### src/rtl/wb_master_engine.sv
// wb_master_engine: queued Wishbone classic master for the I2C DUT register bus.
// Commands enter a CMD_DEPTH-deep FIFO. Each command runs as one classic cycle.
// Each command returns exactly one response, in command order.
// A sticky interrupt flag latches rising edges of irq_i.
//
// Ports:
//   clk_i, rst_i          clock, asynchronous active-low reset
//   cmd_*                 command queue (valid/ready), we/adr/dat/sel payload
//   rsp_*                 response (valid/ready), we echo, read data, error flag
//   cyc_o..sel_o          Wishbone master outputs
//   dat_i, ack_i, err_i   Wishbone slave returns
//   irq_i, irq_clr_i      interrupt input and clear
//   irq_pending_o         sticky interrupt flag
//   busy_o                FSM active or FIFO non-empty
//   cmd_count_o           FIFO occupancy
module wb_master_engine #(
  parameter int unsigned ADDR_WIDTH = 2,
  parameter int unsigned DATA_WIDTH = 8,
  parameter int unsigned CMD_DEPTH  = 4,
  parameter int unsigned TIMEOUT    = 255
) (
  input  logic                             clk_i,
  input  logic                             rst_i,
  input  logic                             cmd_valid_i,
  output logic                             cmd_ready_o,
  input  logic                             cmd_we_i,
  input  logic [ADDR_WIDTH-1:0]            cmd_adr_i,
  input  logic [DATA_WIDTH-1:0]            cmd_dat_i,
  input  logic [DATA_WIDTH/8-1:0]          cmd_sel_i,
  output logic                             rsp_valid_o,
  input  logic                             rsp_ready_i,
  output logic                             rsp_we_o,
  output logic [DATA_WIDTH-1:0]            rsp_dat_o,
  output logic                             rsp_err_o,
  output logic                             cyc_o,
  output logic                             stb_o,
  output logic                             we_o,
  output logic [ADDR_WIDTH-1:0]            adr_o,
  output logic [DATA_WIDTH-1:0]            dat_o,
  output logic [DATA_WIDTH/8-1:0]          sel_o,
  input  logic [DATA_WIDTH-1:0]            dat_i,
  input  logic                             ack_i,
  input  logic                             err_i,
  input  logic                             irq_i,
  input  logic                             irq_clr_i,
  output logic                             irq_pending_o,
  output logic                             busy_o,
  output logic [$clog2(CMD_DEPTH+1)-1:0]   cmd_count_o
);

  localparam int unsigned SEL_WIDTH = DATA_WIDTH / 8;
  localparam int unsigned PTR_WIDTH = $clog2(CMD_DEPTH);
  localparam int unsigned CNT_WIDTH = $clog2(CMD_DEPTH + 1);
  localparam int unsigned TMO_WIDTH = (TIMEOUT > 1) ? $clog2(TIMEOUT) : 1;

  typedef enum logic [1:0] {
    S_IDLE = 2'd0,
    S_BUS  = 2'd1,
    S_RESP = 2'd2
  } state_t;

  // Command FIFO storage (payload only, no reset needed)
  logic                  r_fifo_we  [CMD_DEPTH];
  logic [ADDR_WIDTH-1:0] r_fifo_adr [CMD_DEPTH];
  logic [DATA_WIDTH-1:0] r_fifo_dat [CMD_DEPTH];
  logic [SEL_WIDTH-1:0]  r_fifo_sel [CMD_DEPTH];

  logic [PTR_WIDTH-1:0]  r_wr_ptr;
  logic [PTR_WIDTH-1:0]  r_rd_ptr;
  logic [CNT_WIDTH-1:0]  r_count;

  state_t                r_state;
  logic                  r_cyc;
  logic                  r_we;
  logic [ADDR_WIDTH-1:0] r_adr;
  logic [DATA_WIDTH-1:0] r_dat;
  logic [SEL_WIDTH-1:0]  r_sel;
  logic [TMO_WIDTH-1:0]  r_tmo;
  logic                  r_rsp_valid;
  logic                  r_rsp_we;
  logic [DATA_WIDTH-1:0] r_rsp_dat;
  logic                  r_rsp_err;
  logic                  r_busy;
  logic                  r_irq_prev;
  logic                  r_irq_pend;

  logic                  w_full;
  logic                  w_empty;
  logic                  w_push;
  logic                  w_pop;
  logic [CNT_WIDTH-1:0]  w_count_nxt;

  state_t                w_state_nxt;
  logic                  w_cyc_nxt;
  logic                  w_we_nxt;
  logic [ADDR_WIDTH-1:0] w_adr_nxt;
  logic [DATA_WIDTH-1:0] w_dat_nxt;
  logic [SEL_WIDTH-1:0]  w_sel_nxt;
  logic [TMO_WIDTH-1:0]  w_tmo_nxt;
  logic                  w_rsp_valid_nxt;
  logic                  w_rsp_we_nxt;
  logic [DATA_WIDTH-1:0] w_rsp_dat_nxt;
  logic                  w_rsp_err_nxt;
  logic                  w_term;
  logic                  w_term_err;

  // FIFO status and handshakes
  assign w_full      = (r_count == CNT_WIDTH'(CMD_DEPTH));
  assign w_empty     = (r_count == '0);
  assign cmd_ready_o = !w_full;
  assign w_push      = cmd_valid_i && !w_full;
  assign w_count_nxt = r_count + CNT_WIDTH'(w_push) - CNT_WIDTH'(w_pop);

  // FIFO payload write
  always_ff @(posedge clk_i) begin
    if (w_push) begin
      r_fifo_we[r_wr_ptr]  <= cmd_we_i;
      r_fifo_adr[r_wr_ptr] <= cmd_adr_i;
      r_fifo_dat[r_wr_ptr] <= cmd_dat_i;
      r_fifo_sel[r_wr_ptr] <= cmd_sel_i;
    end
  end

  // FIFO pointers and occupancy; pointers wrap naturally at power-of-2 depth
  always_ff @(posedge clk_i or negedge rst_i) begin
    if (!rst_i) begin
      r_wr_ptr <= '0;
      r_rd_ptr <= '0;
      r_count  <= '0;
    end else begin
      if (w_push) r_wr_ptr <= r_wr_ptr + PTR_WIDTH'(1);
      if (w_pop)  r_rd_ptr <= r_rd_ptr + PTR_WIDTH'(1);
      r_count <= w_count_nxt;
    end
  end

  // Next-state and next-output logic for the bus FSM
  always_comb begin
    w_state_nxt     = r_state;
    w_cyc_nxt       = r_cyc;
    w_we_nxt        = r_we;
    w_adr_nxt       = r_adr;
    w_dat_nxt       = r_dat;
    w_sel_nxt       = r_sel;
    w_tmo_nxt       = r_tmo;
    w_rsp_valid_nxt = r_rsp_valid;
    w_rsp_we_nxt    = r_rsp_we;
    w_rsp_dat_nxt   = r_rsp_dat;
    w_rsp_err_nxt   = r_rsp_err;
    w_pop           = 1'b0;
    w_term          = 1'b0;
    w_term_err      = 1'b0;

    case (r_state)
      S_IDLE: begin
        if (!w_empty) begin
          w_pop       = 1'b1;
          w_cyc_nxt   = 1'b1;
          w_we_nxt    = r_fifo_we[r_rd_ptr];
          w_adr_nxt   = r_fifo_adr[r_rd_ptr];
          w_dat_nxt   = r_fifo_we[r_rd_ptr] ? r_fifo_dat[r_rd_ptr] : '0;
          w_sel_nxt   = r_fifo_sel[r_rd_ptr];
          w_tmo_nxt   = '0;
          w_state_nxt = S_BUS;
        end
      end

      S_BUS: begin
        // err beats ack, ack beats timeout
        if (err_i) begin
          w_term     = 1'b1;
          w_term_err = 1'b1;
        end else if (ack_i) begin
          w_term     = 1'b1;
        end else if ((TIMEOUT != 0) && (r_tmo == TMO_WIDTH'(TIMEOUT - 1))) begin
          w_term     = 1'b1;
          w_term_err = 1'b1;
        end else begin
          w_tmo_nxt  = r_tmo + TMO_WIDTH'(1);
        end

        if (w_term) begin
          w_cyc_nxt       = 1'b0;
          w_we_nxt        = 1'b0;
          w_adr_nxt       = '0;
          w_dat_nxt       = '0;
          w_sel_nxt       = '0;
          w_rsp_valid_nxt = 1'b1;
          w_rsp_we_nxt    = r_we;
          w_rsp_err_nxt   = w_term_err;
          // read data is only meaningful on a clean ack of a read
          w_rsp_dat_nxt   = (!w_term_err && !r_we) ? dat_i : '0;
          w_state_nxt     = S_RESP;
        end
      end

      S_RESP: begin
        if (rsp_ready_i) begin
          w_rsp_valid_nxt = 1'b0;
          w_state_nxt     = S_IDLE;
        end
      end

      default: begin
        w_state_nxt = S_IDLE;
      end
    endcase
  end

  // FSM state and registered outputs
  always_ff @(posedge clk_i or negedge rst_i) begin
    if (!rst_i) begin
      r_state     <= S_IDLE;
      r_cyc       <= 1'b0;
      r_we        <= 1'b0;
      r_adr       <= '0;
      r_dat       <= '0;
      r_sel       <= '0;
      r_tmo       <= '0;
      r_rsp_valid <= 1'b0;
      r_rsp_we    <= 1'b0;
      r_rsp_dat   <= '0;
      r_rsp_err   <= 1'b0;
      r_busy      <= 1'b0;
    end else begin
      r_state     <= w_state_nxt;
      r_cyc       <= w_cyc_nxt;
      r_we        <= w_we_nxt;
      r_adr       <= w_adr_nxt;
      r_dat       <= w_dat_nxt;
      r_sel       <= w_sel_nxt;
      r_tmo       <= w_tmo_nxt;
      r_rsp_valid <= w_rsp_valid_nxt;
      r_rsp_we    <= w_rsp_we_nxt;
      r_rsp_dat   <= w_rsp_dat_nxt;
      r_rsp_err   <= w_rsp_err_nxt;
      r_busy      <= (w_state_nxt != S_IDLE) || (w_count_nxt != '0);
    end
  end

  // Sticky interrupt flag; a new rising edge wins over a clear
  always_ff @(posedge clk_i or negedge rst_i) begin
    if (!rst_i) begin
      r_irq_prev <= 1'b0;
      r_irq_pend <= 1'b0;
    end else begin
      r_irq_prev <= irq_i;
      if (irq_i && !r_irq_prev) begin
        r_irq_pend <= 1'b1;
      end else if (irq_clr_i) begin
        r_irq_pend <= 1'b0;
      end
    end
  end

  assign cyc_o         = r_cyc;
  assign stb_o         = r_cyc;
  assign we_o          = r_we;
  assign adr_o         = r_adr;
  assign dat_o         = r_dat;
  assign sel_o         = r_sel;
  assign rsp_valid_o   = r_rsp_valid;
  assign rsp_we_o      = r_rsp_we;
  assign rsp_dat_o     = r_rsp_dat;
  assign rsp_err_o     = r_rsp_err;
  assign irq_pending_o = r_irq_pend;
  assign busy_o        = r_busy;
  assign cmd_count_o   = r_count;

endmodule

### config.mk
export PLATFORM = sky130hd
export DESIGN_NAME = wb_master_engine
export DESIGN_NICKNAME = d
export VERILOG_FILES = /design/src/rtl/wb_master_engine.sv
export SDC_FILE = /design/constraint.sdc
export NUM_CORES = 1
export LEC_CHECK = 0
export CORE_UTILIZATION = 30
export CTS_CLUSTER_DIAMETER = 80
export DETAILED_ROUTE_END_ITERATION = 8
export GPL_TIMING_DRIVEN = 0
export SLEW_MARGIN = 20
export SYNTH_ARGS = -nofsm -noshare
export SYNTH_HDL_FRONTEND = slang
export SYNTH_SLANG_ARGS = --single-unit
### constraint.sdc
create_clock -name clk_i -period 3.5 [get_ports clk_i]
set_input_delay 0.7 -clock clk_i [delete_from_list [all_inputs] [get_ports clk_i]]
set_output_delay 0.7 -clock clk_i [all_outputs]
set_load 0.02 [all_outputs]
**After elaboration in Yosys (flattened, before gate mapping)**

Memory sizes are Yosys's and may differ from the RTL's.
Cells that the tools add are included.

- Register bits after elaboration: 44
- Latch bits: 0
- Memory bits (writable): 48
- Memory bits (read-only): 0
- Output and inout port bits: 31
- Word-level logic and storage cells: 95
- Memories: 4

Memory list:

| memory | depth | bits a word | read ports | clocked after Yosys merged registers in | wr ports | line | text |
|---|---|---|---|---|---|---|---|
| r_fifo_dat | 4 | 8 | 1 | 0 | 1 | 65 | `logic [DATA_WIDTH-1:0] r_fifo_dat [CMD_DEPTH];` |
| r_fifo_adr | 4 | 2 | 1 | 0 | 1 | 64 | `logic [ADDR_WIDTH-1:0] r_fifo_adr [CMD_DEPTH];` |
| r_fifo_sel | 4 | 1 | 1 | 0 | 1 | 66 | `logic [SEL_WIDTH-1:0] r_fifo_sel [CMD_DEPTH];` |
| r_fifo_we | 4 | 1 | 1 | 0 | 1 | 63 | `logic r_fifo_we [CMD_DEPTH];` |

- Add/sub/neg operators: 5
- Multiply operators: 0
- Divide/modulo/power cells: 0
- Magnitude comparators: 0
- Equality and inequality tests: 10
- Shift-type cells: 0
- Muxes and demuxes: 40
- Bitwise logic cells: 0
- Reduce and logical (&&, ||, !) cells: 19

Operators by type and width:

| kind | number |
|---|---|
| $mux W8 | 8 |
| $pmux W8 S2 | 2 |
| $mux W1 | 19 |
| $ne A2 B2 Y1 const B | 6 |
| $mux W2 | 5 |
| $add A8 B1 Y8 const B | 1 |
| $eq A8 B8 Y1 const B | 1 |
| $pmux W1 S2 | 4 |
| $reduce_bool A2 Y1 | 4 |
| $pmux W2 S3 | 1 |
| $reduce_and A3 Y1 | 2 |
| $reduce_and A5 Y1 | 1 |
| $add A2 B1 Y2 const B | 2 |
| $logic_not A1 Y1 | 4 |
| $pmux W2 S2 | 1 |
| $add A3 B1 Y3 | 1 |
| $eq A3 B3 Y1 const B | 1 |
| $logic_and A1 B1 Y1 | 3 |
| $logic_not A3 Y1 | 1 |
| $reduce_bool A3 Y1 | 1 |
| $sub A3 B1 Y3 | 1 |
| $eq A2 B1 Y1 const B | 1 |
| $eq A2 B2 Y1 const B | 1 |
| $logic_not A2 Y1 | 1 |
| 2 further kinds | 2 |

**Longest topological paths before layout**

- Depth in word-level cells: 9
- Depth in mapped cells: 11
- Depth with buffers taken out: 11

**Worst setup path before layout**

OpenSTA, ideal clock, no wires.

- Path kind: reg2reg
- Start point: register r_count[1] (netlist: cmd_count_o[1])
- End point: register r_busy (netlist: busy_o)
- Setup time: 0.131 ns
- Arrival time: 2.748 ns
- Required time: 3.369 ns
- Slack: 0.621 ns
- Stages on the path, launching flop included: 12
- Path buffers: 1
- Cells stage by stage: dfrtp_1 -> or3_1 -> nand2_2 -> inv_1 -> buf_1 -> ha_1 -> inv_1 -> ha_1 -> fa_1 -> xnor2_1 -> xnor2_1 -> or3_1

RTL lines:

| what | line | text |
|---|---|---|
| start, declared | 70 | `logic [CNT_WIDTH-1:0] r_count;` |
| start signal, assigned | 133 | `r_count <= w_count_nxt;` |
| $logic_not A3 Y1 | 109 | `assign w_empty = (r_count == '0);` |
| $mux W1 | 156 | `if (!w_empty) begin` |
| $mux W1 | 154 | `case (r_state)` |
| net w_pop | 90 | `logic w_pop;` |
| $sub A3 B1 Y3 | 112 | `assign w_count_nxt = r_count + CNT_WIDTH'(w_push) - CNT_WIDTH'(w_pop);` |
| net w_count_nxt[2] | 91 | `logic [CNT_WIDTH-1:0] w_count_nxt;` |
| $reduce_bool A3 Y1 | 237 | `r_busy <= (w_state_nxt != S_IDLE) \|\| (w_count_nxt != '0);` |
| $logic_or A1 B1 Y1 | 237 |  |
| end signal, assigned | 237 |  |
| end, declared | 83 | `logic r_busy;` |

The timed path passes the listed nets, and every way through them passes these cells.
A chain may end at the register's enable or synchronous reset.

**Worst setup path in the final report**

Ends and elaborated chain as after synthesis.

==> results.sh <==
export IMPL_status="completed"
export IMPL_report_final_slew_viol_count=0
export IMPL_post_cts_buffers=0
export IMPL_reg2reg_to="busy_o"
export IMPL_clkTransAtPathRegs_ns=0.06
export IMPL_hold_class="in2async"
export IMPL_use_met2=0.205
export IMPL_io_pins=59
export IMPL_worst_r2r_setup_slack_ns=0.41
export IMPL_period_needed_ns=3.09
export IMPL_drtPass1Iterations=4
export IMPL_cts_tree="built"
export IMPL_path_class="reg2reg"
export IMPL_cp_num_cells=11
export IMPL_synth_compound_area_share=0.0832
export IMPL_slowest_delay_ns=0.41
export IMPL_startpoint_type="register"
export IMPL_clock_latency_ns=0.33
export IMPL_hold_violations=0
export IMPL_p_sw_w=0.00134
export IMPL_syn_num_nets=266
export IMPL_synth_most_common_cell="edfxtp_1"
export IMPL_path_delay_family="adder cells"
export IMPL_worst_slew_pin_slew_ns=0.986
export IMPL_layout_nets=336
export IMPL_coreArea_um2=11700
export IMPL_avgSynthCellArea_um2=16.0
export IMPL_synth_area_top_cells="edfxtp_1 39%, dfrtp_1 30%, mux4_2 7.4%"
export IMPL_p_leak_nw=1.80
export IMPL_vias=2191
export IMPL_critical_path_arrival_ns=3.30
export IMPL_final_area_um2=4700
export IMPL_gr_usage_met3=0.0448
export IMPL_r2r_worst_path_cells=11
export IMPL_htree_levels=3
export IMPL_antenna_cells=0
export IMPL_synth_mux_area_frac=0.0801
export IMPL_ir_worst_vdd_v=0.000326
export IMPL_placed_area_um2=4430
export IMPL_cts_root_buffer="clkbuf_16"
export IMPL_utilization=0.403
export IMPL_cellPowerDensity_nw_per_um2=846
export IMPL_synth_area_um2=3660
export IMPL_drtIter0Drc=81
export IMPL_numCtsBuffers=9
export IMPL_hold_buffers=0
export IMPL_synth_cell_type_count=40
export IMPL_start_util=0.313
export IMPL_synthSimpleGateAreaFrac=0.0705
export IMPL_die_width_um=112
export IMPL_drc=0
export IMPL_rsz0062_at_grt="false"
export IMPL_rows=39
export IMPL_post_cts_resize_count=0
export IMPL_endpoint_kind="register"
export IMPL_crit_path_top_delay_cell="dfrtp_1"
export IMPL_portBuffers=58
export IMPL_grt_pass1_vias=2253
export IMPL_grt_pass1_wl_um=11500
export IMPL_dieArea_um2=12600
export IMPL_hpwl_um=4860
export IMPL_antenna_found_initial=0
export IMPL_fmaxAchievable_mhz=323
export IMPL_place_congestion=0.719
export IMPL_maxCapViolCount=0
export IMPL_p_int_w=0.00263
export IMPL_ctsLongestPathBuffers=2
export IMPL_grt_busiest_layer="met2"
export IMPL_cp_data_required_time_ns=3.71
export IMPL_ys_seq_elements=92
export IMPL_met1_usage=0.151
export IMPL_slew_headroom=0.338
export IMPL_synth_xor_area_frac=0.0144
export IMPL_yosys_area_share_adder=0.0329
export IMPL_gr_total_overflow=0
export IMPL_antenna_left=0
export IMPL_dieHeight_um=112
export IMPL_crit_buf_inv=3
export IMPL_wire_per_inst_um=16.0
export IMPL_layout_drive_gt1_share=0.128
export IMPL_path_cells="or3_1 -> nand2_2 -> inv_1 -> buf_1 -> ha_1 -> inv_1 -> ha_1 -> fa_1 -> xnor2_1 -> xnor2_1 -> or3_1"
export IMPL_ys_seq_area_frac=0.695
export IMPL_ys_warn_count=0
export IMPL_finalSetupTns_ns=0
export IMPL_clockPowerShare=0.221
export IMPL_post_route_period_util=0.884
export IMPL_cp_max_fo=10
export IMPL_p_sw_frac=0.338
export IMPL_endpoint="busy_o"
export IMPL_area_delta_synth_final_pct=28.5
export IMPL_power_frac_comb=0.375
export IMPL_synth_flop_cell="edfxtp_1"
export IMPL_regToRegStartpoint="cmd_count_o[1]"
export IMPL_synth_edf_count=48
export IMPL_skew_ns=0.00630
export IMPL_synthArstFlopShare=0.478
export IMPL_startpoint="cmd_count_o[1]"
export IMPL_cts_sinks=92
export IMPL_viasPerCell=4.90
export IMPL_setup_viol_count_final=0
export IMPL_seqPwrFrac=0.404
export IMPL_finalWirelength_um=7160
export IMPL_synth_top_family_by_area="compound AO/OA/AOI/OAI gates"
export IMPL_grt_max_degree=27
export IMPL_synthCells=229
export IMPL_yosys_top_cells_count="48 x edfxtp_1, 44 x dfrtp_1, 16 x nand2_1, 12 x mux4_2, 11 x inv_1"
export IMPL_yosysTopAreaCellShare=0.394
export IMPL_gr_usage_all_layers=0.123
export IMPL_yosysTopAreaCell="edfxtp_1"
-- per-layer routing --
metal | up-vias | routed length [µm]
met5 | - | 0
met4 | 0 | 35
met3 | 4 | 309
met2 | 56 | 3620
met1 | 1118 | 3190
li1 | 1013 | -
-- through the flow --
stage	total power, W	instances	worst slack (ns)	hold slack [ns]
floorplan	0.00255	229	0.621	0.404
global placement	0.00312	430	0.353	0.428
detailed placement	0.00315	431	0.330	0.428
CTS	0.00404	447	0.355	0.322
global route	0.00422	447	0.224	0.333
finish	0.00397	447	0.406	0.318
-- sequential cells by signal (all words and copies together) (netlist names), 2 cells and up --
name / count
adr_o: 2
cmd_count_o: 3
dat_o: 8
r_fifo_adr: 8
r_fifo_dat: 32
r_fifo_sel: 4
r_fifo_we: 4
r_rd_ptr: 2
r_state: 2
r_tmo: 8
r_wr_ptr: 2
rsp_dat_o: 8
-- power by group through the flow --
stage                     registers, W  clock network (W)  logic [W]
after global placement         0.00162                  0    0.00149
after floorplan                0.00174                  0   0.000805
final                          0.00161           0.000878    0.00149
after CTS                      0.00161           0.000907    0.00152
after detailed placement       0.00163                  0    0.00152
after global routing           0.00164           0.000949    0.00163
-- logic make-up after synthesis --
logic type | after synthesis
AOI/OAI and AO/OA | 41
adders and majority gates | 9
buffers and inverters | 19
xor gates and xnor gates | 6
DFF | 92
muxes | 14
and+or+nand+nor | 48
-- worst reg2reg max path, cell delays in order (launching register included) --
cell and delay, ns:
dfrtp_1 0.41, or3_1 0.39, nand2_2 0.16, inv_1 0.13
buf_1 0.28, ha_1 0.36, inv_1 0.04, ha_1 0.18
fa_1 0.38, xnor2_1 0.15, xnor2_1 0.14, or3_1 0.35
-- worst min-delay path by stage --
stage	startpoint	to
finish	rst_i	r_irq_prev
CTS	rst_i	irq_pending_o
global placement	r_irq_prev	irq_pending_o
floorplan	rst_i	adr_o[0]
detailed placement	r_irq_prev	irq_pending_o
global route	rst_i	rsp_err_o
-- cells in the final DEF, fill, tap and decap left out, types with 2 or more instances in the layout --
cell type / Yosys / final
a32o_1: 8 / 8
o21ai_0: 8 / 8
buf_2: 3 / 4
dfrtp_1: 44 / 44
inv_1: 11 / 11
and3_1: 4 / 4
clkbuf_1: 2 / 4
nand2_1: 16 / 16
edfxtp_1: 48 / 48
inv_6: 0 / 2
nand4_1: 2 / 2
and2_1: 2 / 2
xnor2_1: 5 / 5
a21oi_1: 7 / 7
mux4_2: 12 / 12
nand3_1: 5 / 5
mux2_2: 2 / 2
clkdlybuf4s50_1: 0 / 57
nor2_1: 5 / 5
or4_1: 2 / 2
o31ai_1: 3 / 3
a22o_1: 9 / 9
or3_1: 5 / 5
ha_1: 8 / 8
clkbuf_16: 0 / 9
-- final cells by class --
type | instances | area, µm²
Fill cell | 1090 | 6960
Clock buffer | 11 | 233
Buffer | 8 | 45.0
Multi-Input combinational cell | 118 | 1030
Clock inverter | 5 | 35.0
Timing Repair Buffer | 59 | 596
Inverter | 11 | 41.3
Tap cell | 143 | 179
Sequential cell | 92 | 2540
(Power assumes the default switching activity.)
==> variant 1, RTL diff (same settings) <==
Change the parameter `ADDR_WIDTH` from 2 to 1.
--- a/src/rtl/wb_master_engine.sv
+++ b/src/rtl/wb_master_engine.sv
@@ -15,5 +15,5 @@
 //   cmd_count_o           FIFO occupancy
 module wb_master_engine #(
-  parameter int unsigned ADDR_WIDTH = 2,
+  parameter int unsigned ADDR_WIDTH = 1,
   parameter int unsigned DATA_WIDTH = 8,
   parameter int unsigned CMD_DEPTH  = 4,
Ports: changed (resized adr_o and cmd_adr_i); port bits go from 59 to 57. The function was not compared with the original's and may differ.
==> variant 1 against the original RTL <==
Worst setup slack gained 0.48 ns; fmax increased by 18%; via count down 6.7%; hold slack better by 0.025 ns; area after synthesis fell by 3.6%; sequential power down 6%; total power shrank 0.75%; non-clock buffer count is 2 lower; sequential cell count shrank 5; routed wire length down 6.4%; cell area is 2.4% lower; sequential share of layout area shrank 1.9 points.
==> variant 1: results (changes against the original RTL) <==
run status - finished clean (unchanged)
Final #Nets - 321 (was 336)
LEAKAGE - 1.79 nW (was 1.80 nW)
met2 GRT Util - 19.4% (was 20.5%)
Placer Congestion - 0.675 (was 0.719)
VDD IR max - 335 uV (was 326 uV)
Post-DP HPWL - 4.66 mm (was 4.86 mm)
largest net degree at the start of global routing - 23 (was 27)
Port Buf Inserts - 56 (was 58)
layout cells sized above 1 - 15.9% (was 12.8%)
WL met1 - 2.93 mm (was 3.19 mm)
vias per cell - 4.72 (was 4.90)
Post-DP Area - 0.00429 sq mm (was 0.00443 sq mm)
FF-to-FF Start - cmd_count_o[1] (unchanged)
Fillers - 1,071 (was 1,090)
EDFF count, synth - 44 (was 48)
Synth top cells by count - edfxtp_1, dfrtp_1, inv_1 (was edfxtp_1, dfrtp_1, nand2_1)
Root Driver - clkbuf_16 (unchanged)
Synthesized Nets - 253 (was 266)
pre-CTS WS - 0.523 ns (was 0.330 ns)
via count - 2,044 (was 2,191)
final worst clock skew - 0.00775 ns (was 0.00630 ns)
H-tree depth - 3 (unchanged)
Gate Count Post-Synth - 217 (was 229)
Seq/Total Area, Yosys - 68.0% (was 69.5%)
gr usage total - 12.0% (was 12.3%)
met3 Use GR - 3.88% (was 4.48%)
met1 GRT Util - 15.0% (was 15.1%)
P&R area growth vs syn - 30.2% (was 28.5%)
global-route wire length before repair - 10.5 mm (was 11.5 mm)
wire length on met3 - 395 um (was 309 um)
Max-slew headroom - 56.5% (was 33.8%)
DRT iter0 DRCs - 104 (was 81)
Synth async-reset ratio - 49.4% (was 47.8%)
main area contributors after synthesis - edfxtp_1, dfrtp_1, mux4_2 (unchanged)
Met2 Wirelength - 3.29 mm (was 3.62 mm)
Synth cell types - 43 (was 40)
DP Cell Count - 417 (was 431)
DR WL/cell - 15.5 um (was 16.0 um)
==> variant 1: layout make-up <==
class                      instances  share of cell area [%]
inverter                          11                   0.900
tap                              143                    3.90
sequential                        87                    52.3
buffer                             8                    1.47
timing repair buffer              57                    12.7
clock inverter                     7                    1.66
clock buffer                       9                    4.91
multi-input combinational        111                    22.2
==> variant 1: worst max-delay path, delay by kind of cell (launching register included) <==
| kind | cells | cell delay, ns |
|---|---|---|
| buffers and inverters | 4 | 0.40 |
| AND/OR/NAND/NOR | 4 | 0.56 |
| flip-flops | 1 | 0.42 |
| XOR/XNOR | 2 | 0.30 |
| adder cells (fa/ha/maj) | 3 | 0.82 |
==> variant 1: report_power, final <==
| part | switching [mW] | total, mW | internal (mW) |
|---|---|---|---|
| registers | 0.153 | 1.52 | 1.37 |
| clock network | 0.438 | 0.948 | 0.510 |
| logic | 0.751 | 1.47 | 0.722 |
| total | 1.34 | 3.94 | 2.60 |
==> variant 1: cells by family (layout without fill, tap and decap cells) <==
family | count (synthesis) | after routing | synth area share [%]
AOI/OAI and AO/OA | 39 | 39 | 8.70
xor gates and xnor gates | 7 | 7 | 1.74
adders and majority gates | 9 | 9 | 3.41
DFF | 87 | 87 | 68.0
and+or+nand+nor | 43 | 43 | 7.14
buffers and inverters | 19 | 92 | 3.09
muxes | 13 | 13 | 7.88
==> variant 1: worst paths after layout <==
path                                  to  slack (ns)  cells after the start
hold / removal                    busy_o        0.34                      1
hold reg to reg            irq_pending_o        0.44                      1
max in group asynchronous  irq_pending_o        2.65                      2
min in group clk_i         irq_pending_o        0.44                      1
setup / recovery                  busy_o        0.88                     13
setup reg to reg                  busy_o        0.88                     13
==> variant 2, RTL diff (same flow settings) <==
Made on the original files. `r_dat` and `r_rsp_dat` no longer have a reset.
--- a/src/rtl/wb_master_engine.sv
+++ b/src/rtl/wb_master_engine.sv
@@ -215,10 +215,8 @@
       r_we        <= 1'b0;
       r_adr       <= '0;
-      r_dat       <= '0;
       r_sel       <= '0;
       r_tmo       <= '0;
       r_rsp_valid <= 1'b0;
       r_rsp_we    <= 1'b0;
-      r_rsp_dat   <= '0;
       r_rsp_err   <= 1'b0;
       r_busy      <= 1'b0;
@@ -228,13 +226,16 @@
       r_we        <= w_we_nxt;
       r_adr       <= w_adr_nxt;
-      r_dat       <= w_dat_nxt;
       r_sel       <= w_sel_nxt;
       r_tmo       <= w_tmo_nxt;
       r_rsp_valid <= w_rsp_valid_nxt;
       r_rsp_we    <= w_rsp_we_nxt;
-      r_rsp_dat   <= w_rsp_dat_nxt;
       r_rsp_err   <= w_rsp_err_nxt;
       r_busy      <= (w_state_nxt != S_IDLE) || (w_count_nxt != '0);
     end
+  end
+
+  always_ff @(posedge clk_i) begin
+    r_dat     <= w_dat_nxt;
+    r_rsp_dat <= w_rsp_dat_nxt;
   end
 
Check against the original RTL: differs if rst_i is asserted again (counterexample within 4 cycles, from zero or initial values and one cycle with rst_i low); with rst_i held inactive, the same outputs for 10 cycles.
==> variant 2 against the original RTL <==
Global-route usage is 0.81 points lower; critical endpoint unchanged; routed wire length fell by 6.5%; total power is 1.3% higher; hold slack improved by 0.063 ns; combinational power decreased by 5%; area after synthesis grew 2.3%; die area is 2.2% higher; via count shrank 6.5%; sequential share of layout area rose by 0.26 points; worst setup slack improved by 0.062 ns; sequential cell count unchanged; cell area up 2.7%; synthesized cell count fell by 0.44%.
==> variant 2: results (changes against the original RTL) <==
Synth top cells by count - edfxtp_1, dfrtp_1, nand2_1 (unchanged)
CP Data Arrival Time - 3.20 ns (was 3.30 ns)
Reg2Reg Depth - 13 (was 11)
Post-DP HPWL - 4.63 mm (was 4.86 mm)
R2R setup slack - 0.47 ns (was 0.41 ns)
DR WL/cell - 14.2 um (was 16.0 um)
LEAKAGE - 1.76 nW (was 1.80 nW)
vias in the first global route - 2,155 (was 2,253)
largest net degree at the start of global routing - 29 (was 27)
global-route wire length before repair - 11.0 mm (was 11.5 mm)
non-filler cells, final - 470 (was 447)
Max-slew headroom - 53.5% (was 33.8%)
Synth async-reset ratio - 30.4% (was 47.8%)
gr usage total - 11.5% (was 12.3%)
Final #Nets - 334 (was 336)
run status - finished clean (unchanged)
final worst clock skew - 0.00505 ns (was 0.00630 ns)
Synthesized Nets - 265 (was 266)
Placer Congestion - 0.762 (was 0.719)
main area contributors after synthesis - edfxtp_1, dfrtp_1, mux4_2 (unchanged)
DRC viols - 0 (unchanged)
TritonRoute pass-1 iters - 4 (unchanged)
EDFF count, synth - 64 (was 48)
flip-flop count of the largest register after layout - 32 (unchanged)
Power Internal - 2.73 mW (was 2.63 mW)
DP Cell Count - 454 (was 431)
Mapped Avg Cell Area - 16.4 sq um (was 16.0 sq um)
VDD IR max - 304 uV (was 326 uV)
Seq/Total Area, Yosys - 70.1% (was 69.5%)
DRT iter0 DRCs - 91 (was 81)
==> variant 2: layer usage <==
metal / GRT usage [%] / vias up / wire (um)
li1: - / 977 / -
met1: 14.3 / 1025 / 3060
met2: 19.1 / 38 / 3300
met3: 2.50 / 9 / 227
met4: 5.53 / 0 / 110
met5: 0 / - / 0
==> variant 2: path summary, 6_finish.rpt <==
kind,to,start
min in group clk_i,irq_pending_o,r_irq_prev
worst min-delay path,irq_pending_o,rst_i
max in group asynchronous,r_tmo[6],rst_i
worst min register to register,irq_pending_o,r_irq_prev
worst max register to register,busy_o,cmd_count_o[0]
worst max-delay path,busy_o,cmd_count_o[0]
==> variant 2: cell families after synthesis <==
logic type | count (synthesis) | share of synthesized area [%]
fa+ha+maj | 9 | 3.21
flops | 92 | 70.1
mux | 15 | 8.10
xor+xnor | 9 | 2.11
buf+inv | 22 | 2.48
simple gates | 61 | 8.74
compound gates | 20 | 5.22
==> variant 2: worst max-delay path, stage by stage (launching register included) <==
cell and delay [ns]:
dfrtp_1 0.43, nor3_1 0.23, or3_1 0.13, buf_2 0.20, inv_1 0.14, buf_2 0.22
ha_1 0.29, inv_1 0.04, ha_1 0.17, fa_1 0.37, xnor2_1 0.14, xnor2_1 0.14
nor3_1 0.20, o2111ai_1 0.15
==> variant 2: per-stage QoR <==
step / instance area, sq um / power, mW / hold slack, ns / setup slack (ns) / util, %
2_1_floorplan: 3740 / 2.56 / 0.404 / 0.810 / -
3_3_place_gp: 4530 / 3.11 / 0.418 / 0.346 / 37.6
3_5_place_dp: 4520 / 3.13 / 0.427 / 0.315 / 37.5
4_1_cts: 4820 / 4.10 / 0.396 / 0.440 / 40.0
5_1_grt: 4820 / 4.27 / 0.431 / 0.266 / 40.0
6_report: 4820 / 4.03 / 0.380 / 0.468 / 40.0
==> variant 2: power groups by stage <==
stage	registers [mW]	clock network, mW	logic, mW
floorplan	1.81	0	0.749
global placement	1.66	0	1.45
detailed placement	1.67	0	1.45
CTS	1.65	0.984	1.46
global route	1.68	1.03	1.57
finish	1.65	0.962	1.42
==> variant 2: cell type report <==
type | count | area [sq um]
Fill cell | 1129 | 7240
Buffer | 7 | 36.3
Inverter | 15 | 56.3
Timing Repair Buffer | 58 | 576
Tap cell | 168 | 210
Clock inverter | 7 | 73.8
Sequential cell | 92 | 2620
Multi-Input combinational cell | 114 | 1020
Clock buffer | 9 | 225
